File: config.mk
export PLATFORM = sky130hd
export DESIGN_NAME = life_engine
export DESIGN_NICKNAME = d
export VERILOG_FILES = /design/src/rtl/life_engine.sv
export SDC_FILE = /design/constraint.sdc
export NUM_CORES = 2
export LEC_CHECK = 0
export ABC_AREA = 1
export ABC_CLOCK_PERIOD_IN_PS = 12800
export CAP_MARGIN = 20
export CORE_MARGIN = 2
export CORE_UTILIZATION = 60
export CTS_BUF_LIST = sky130_fd_sc_hd__clkbuf_2 sky130_fd_sc_hd__clkbuf_4 sky130_fd_sc_hd__clkbuf_8
export DETAILED_ROUTE_END_ITERATION = 8
export HOLD_SLACK_MARGIN = 0.06
export PLACE_DENSITY = 0.9
export SETUP_SLACK_MARGIN = 0.2
export SKIP_CTS_REPAIR_TIMING = 1
export SYNTH_ARGS = -nofsm -noshare
export SYNTH_HDL_FRONTEND = slang
export SYNTH_SLANG_ARGS = --single-unit
File: constraint.sdc
create_clock -name clk_in -period 12.8 [get_ports clk_in]
set_clock_uncertainty 0.15 [all_clocks]
set_input_delay 2.56 -clock clk_in [delete_from_list [all_inputs] [get_ports clk_in]]
set_output_delay 2.56 -clock clk_in [all_outputs]
set_load 0.1 [all_outputs]
File: src/rtl/life_engine.sv
// life_engine: in-place Game-of-Life generation over a row-per-word line memory (rule/wrap in, single-port mem out, busy/done/gen_count/population/stable/extinct status)
module life_engine #(
  parameter int WIDTH  = 64,
  parameter int HEIGHT = 32,
  parameter int ADDR_W = 5,
  parameter int POP_W  = 16
) (
  input  logic              clk_in,
  input  logic              rst_n,
  input  logic              start,
  input  logic              wrap,
  input  logic [8:0]        birth,
  input  logic [8:0]        survive,
  output logic [ADDR_W-1:0] mem_addr,
  output logic              mem_rd_en,
  input  logic [WIDTH-1:0]  mem_rdata,
  output logic              mem_wr_en,
  output logic [WIDTH-1:0]  mem_wdata,
  output logic              busy,
  output logic              done,
  output logic [31:0]       gen_count,
  output logic [POP_W-1:0]  population,
  output logic              stable,
  output logic              extinct
);
  typedef enum logic [3:0] {
    S_IDLE, S_A_RD, S_A_LAT, S_A_LD, S_M_RD, S_M_LAT, S_M_LD,
    S_B_RD, S_B_LAT, S_B_LD, S_B_LAST, S_CALC, S_WR, S_FIN
  } state_t;
  localparam logic [ADDR_W-1:0] LAST = ADDR_W'(HEIGHT - 1);
  state_t state_q, state_d;
  logic [ADDR_W-1:0] row;
  logic [WIDTH-1:0] above, middle, below, row0, next_q, next_c;
  logic [WIDTH+1:0] ae, me, be;
  logic [POP_W-1:0] acc, pop_c;
  logic [8:0] birth_q, survive_q;
  logic wrap_q, chg;
  assign ae = {wrap_q & above[0], above, wrap_q & above[WIDTH-1]};
  assign me = {wrap_q & middle[0], middle, wrap_q & middle[WIDTH-1]};
  assign be = {wrap_q & below[0], below, wrap_q & below[WIDTH-1]};
  for (genvar c = 0; c < WIDTH; c++) begin : g_col
    logic [3:0] n;
    assign n = 4'(ae[c]) + 4'(ae[c+1]) + 4'(ae[c+2]) + 4'(me[c]) + 4'(me[c+2])
             + 4'(be[c]) + 4'(be[c+1]) + 4'(be[c+2]);
    assign next_c[c] = me[c+1] ? survive_q[n] : birth_q[n];
  end
  always_comb begin
    pop_c = '0;
    for (int i = 0; i < WIDTH; i++) pop_c = pop_c + POP_W'(next_c[i]);
  end
  assign busy = state_q != S_IDLE && state_q != S_FIN;
  assign done = state_q == S_FIN;
  always_ff @(posedge clk_in or negedge rst_n)
    if (!rst_n) state_q <= S_IDLE;
    else state_q <= state_d;
  always_comb begin
    state_d   = state_q;
    mem_addr  = '0;
    mem_rd_en = 1'b0;
    mem_wr_en = 1'b0;
    mem_wdata = '0;
    case (state_q)
      S_IDLE:   state_d = start ? S_A_RD : S_IDLE;
      S_A_RD:   begin mem_addr = LAST; mem_rd_en = 1'b1; state_d = S_A_LAT; end
      S_A_LAT:  state_d = S_A_LD;
      S_A_LD:   state_d = S_M_RD;
      S_M_RD:   begin mem_rd_en = 1'b1; state_d = S_M_LAT; end
      S_M_LAT:  state_d = S_M_LD;
      S_M_LD:   state_d = S_B_RD;
      S_B_RD:   begin mem_addr = row + ADDR_W'(1); mem_rd_en = 1'b1; state_d = S_B_LAT; end
      S_B_LAT:  state_d = S_B_LD;
      S_B_LD:   state_d = S_CALC;
      S_B_LAST: state_d = S_CALC;
      S_CALC:   state_d = S_WR;
      S_WR: begin
        mem_addr  = row;
        mem_wr_en = 1'b1;
        mem_wdata = next_q;
        state_d   = row == LAST ? S_FIN : row == LAST - ADDR_W'(1) ? S_B_LAST : S_B_RD;
      end
      S_FIN:    state_d = S_IDLE;
      default:  state_d = S_IDLE;
    endcase
  end
  always_ff @(posedge clk_in or negedge rst_n)
    if (!rst_n) begin
      row        <= '0;
      above      <= '0;
      middle     <= '0;
      below      <= '0;
      row0       <= '0;
      next_q     <= '0;
      acc        <= '0;
      chg        <= 1'b0;
      wrap_q     <= 1'b0;
      birth_q    <= '0;
      survive_q  <= '0;
      gen_count  <= '0;
      population <= '0;
      stable     <= 1'b0;
      extinct    <= 1'b0;
    end else begin
      if (state_q == S_IDLE && start) begin
        wrap_q    <= wrap;
        birth_q   <= birth;
        survive_q <= survive;
        acc       <= '0;
        chg       <= 1'b0;
      end
      if (state_q == S_A_LD) above <= wrap_q ? mem_rdata : '0;
      if (state_q == S_M_LD) begin
        middle <= mem_rdata;
        row0   <= mem_rdata;
        row    <= '0;
      end
      if (state_q == S_B_LD) below <= mem_rdata;
      if (state_q == S_B_LAST) below <= wrap_q ? row0 : '0;
      if (state_q == S_CALC) begin
        next_q <= next_c;
        acc    <= acc + pop_c;
        chg    <= chg | (next_c != middle);
      end
      if (state_q == S_WR) begin
        above  <= middle;
        middle <= below;
        row    <= row + ADDR_W'(1);
        if (row == LAST) begin
          gen_count  <= gen_count + 32'd1;
          population <= acc;
          stable     <= !chg;
          extinct    <= acc == '0;
        end
      end
    end
endmodule

==> flow_summary.toml <==
[status]
status = "complete, but fails checks"
violations = "design-rule violations"

[synthesis]
synthCells = 6099
synth_nets = 6720
synthDominantCellAreaShare_pct = 24.2
synth.ff_latch_count = 415
synth.distinct_cells = 45
synth_area_um2 = 42900
yosys.area.top_type = "dfrtp_1"
synth_area_leaders = "dfrtp_1, fa_1, nand2_1, inv_1, nand3_1"
ys.warnings.count = 0
async_flop_share_pct = 100
ys.flop_type = "dfrtp_1"
avgSynthCellArea_um2 = 7.04
synth_edf_count = 0
synth_seq_area_share_pct = 24.2

[timing]
fin_crit_sh_pct = 84.7
fin_setup_tns_ns = 0
tightest_slew_ns = 1.08
rsz0062_at_grt = "no"
drv_slew = 0
slew-limit-headroom_pct = 28.1
max_freq_mhz = 92.2
hold_viol = 0
min_period_ns = 10.85
setup_violations = 0

[worst_setup_path]
path_max_fanout = 7
endpoint = "acc[12]"
critical_path_depth = 43
cp_top_family = "adder cells"
start_kind = "flop"
r2r_setup_slack_ns = 1.95
cp.required_ns = 13.27
ff2ff_path_depth = 43
path_common_cell = "fa_1"
reg2reg_to = "acc[12]"
cp_slowest_cell = "fa_1"
cpPeakStageDelay_ns = 0.83
startpoint = "above[41]"
critPathKind = "reg2reg"
crit_path_end_kind = "flop"
reg2reg_from = "above[41]"
cp.buffers_inverters = 9
arrival_ns = 11.32

[route]
vias = 44423
ant_nets = 0
dr_wl_met3_um = 22200
drc_errors = 28
routed_via_density = 6.24
wl_met2_um = 64700
first_iter_violations = 5904
drt_pass1_iterations = 9
routedWlPerCell_um = 21.6
wl_met1_um = 52400
drt_wl_total_um = 154000
highest_layer = "met5"

[clock_network]
clockBufferDepth = 3
cts_tree = "yes"
cts.htree.levels = 3
clockRootBuffer = "clkbuf_8"
cts.sinks = 415
cts_buffers = 77
path_clk_slew_ns = 0.06
clock_latency_ns = 0.74

[finish]
final_cells = 7123
mostFrequentLayoutCell = "nand2_1"
multi_input_area_um2 = 27300
layout_common_cells = "nand2_1, inv_1, nand3_1"
drive_above_1_share_pct = 3.99
area_delta_synth_final_pct = 9.69
fillers = 5872
final_nets = 6730
register_area_um2 = 10400
final_core_util_pct = 66.2

[placement]
gp_congestion = 1.02
hpwlAfterDp_um = 106000
port_buffers = 208
placed_cells = 6977

[global_route]
overflow = 0
grt_max_degree = 107
grt_pass1_wl_um = 238000
track_usage_pct = 41.4
antenna_found_initial = 10
grt_pass1_vias = 43082

[hold_path]
worstHoldPathType = "reg2reg"
hold_depth = 1

[floorplan]
initial_core_util_pct = 60.4
die_y_um = 272
die-area_um2 = 73700
core_um2 = 71100
num_rows = 98
die_width_um = 272
io_pins = 209

[flow_run]
cap_violations = 0
kinds of logic (layout without fill, tap and decap cells):
kind of cell / count (synthesis) / in the layout / share of synthesized area (%)
DFF: 415 / 415 / 24.2
AOI/OAI and AO/OA: 1147 / 1147 / 15.5
adders and majority gates: 535 / 535 / 21.0
other: 0 / 6 / 0
xor gates and xnor gates: 108 / 108 / 2.20
muxes: 1 / 1 / 0.0262
buffers and inverters: 1393 / 1461 / 12.4
and+or+nand+nor: 2500 / 2500 / 24.6
worst min path at each step:
stage	from	to
2_1_floorplan	next_q[0]	next_q[0]
3_3_place_gp	gen_count[31]	gen_count[31]
4_1_cts	gen_count[31]	gen_count[31]
3_5_place_dp	gen_count[31]	gen_count[31]
5_1_grt	gen_count[31]	gen_count[31]
6_report	gen_count[31]	gen_count[31]
worst register-to-register path: cells and delay by family (launching register included):
family | cells | cell delay (ns)
and+or+nand+nor | 15 | 1.41
AOI/OAI and AO/OA | 4 | 0.61
adders and majority gates | 15 | 7.49
buffers and inverters | 9 | 0.60
DFF | 1 | 0.48
through the flow:
stage | hold WS (ns) | setup WS [ns] | area (um2)
2_1_floorplan | 0.303 | 3.18 | 42900
3_3_place_gp | 0.313 | 2.50 | 45300
3_5_place_dp | 0.313 | 2.39 | 45300
4_1_cts | 0.327 | 2.35 | 47000
5_1_grt | 0.343 | 1.64 | 47100
6_report | 0.324 | 1.95 | 47100
per-layer routing:
| metal | global-route usage [%] | up-vias |
|---|---|---|
| met4 | 31.7 | 12 |
| met3 | 13.0 | 1025 |
| li1 | - | 19794 |
| met1 | 50.6 | 20493 |
| met5 | 0 | - |
| met2 | 61.3 | 3099 |
registers in the layout (all words and copies together) (netlist names):
name and flops:
next_q 64, row 5, chg 1, stable 1, population 16, below 64, gen_count 32, wrap_q 1
state_q 4, birth_q 9, survive_q 9, row0 64, middle 64, above 64, acc 16, extinct 1
layout make-up:
cell class              instances  area share [%]
diodes                          6          0.0319
multi-input cells            4291            57.9
flip-flops and latches        415            22.0
clock buffers                 115            3.09
repair buffers                272            5.56
inverters                    1052            8.40
clock inverters                22           0.465
well taps                     950            2.52
synthesized netlist by cell type (all sizes together), types with 56 or more instances:
| library cell | n |
|---|---|
| xnor2 | 56 |
| clkbuf | 257 |
| inv | 1048 |
| fa | 312 |
| buf | 84 |
| nand2 | 1414 |
| a21oi | 288 |
| ha | 223 |
| nor2 | 249 |
| dfrtp | 415 |
| o211ai | 206 |
| nor3 | 59 |
| o21ai | 502 |
| nand3 | 739 |
| o221ai | 68 |
Power is left out: the tool's default activity adds up to more than one toggle a clock period on the data nets, which glitch-free logic cannot reach.
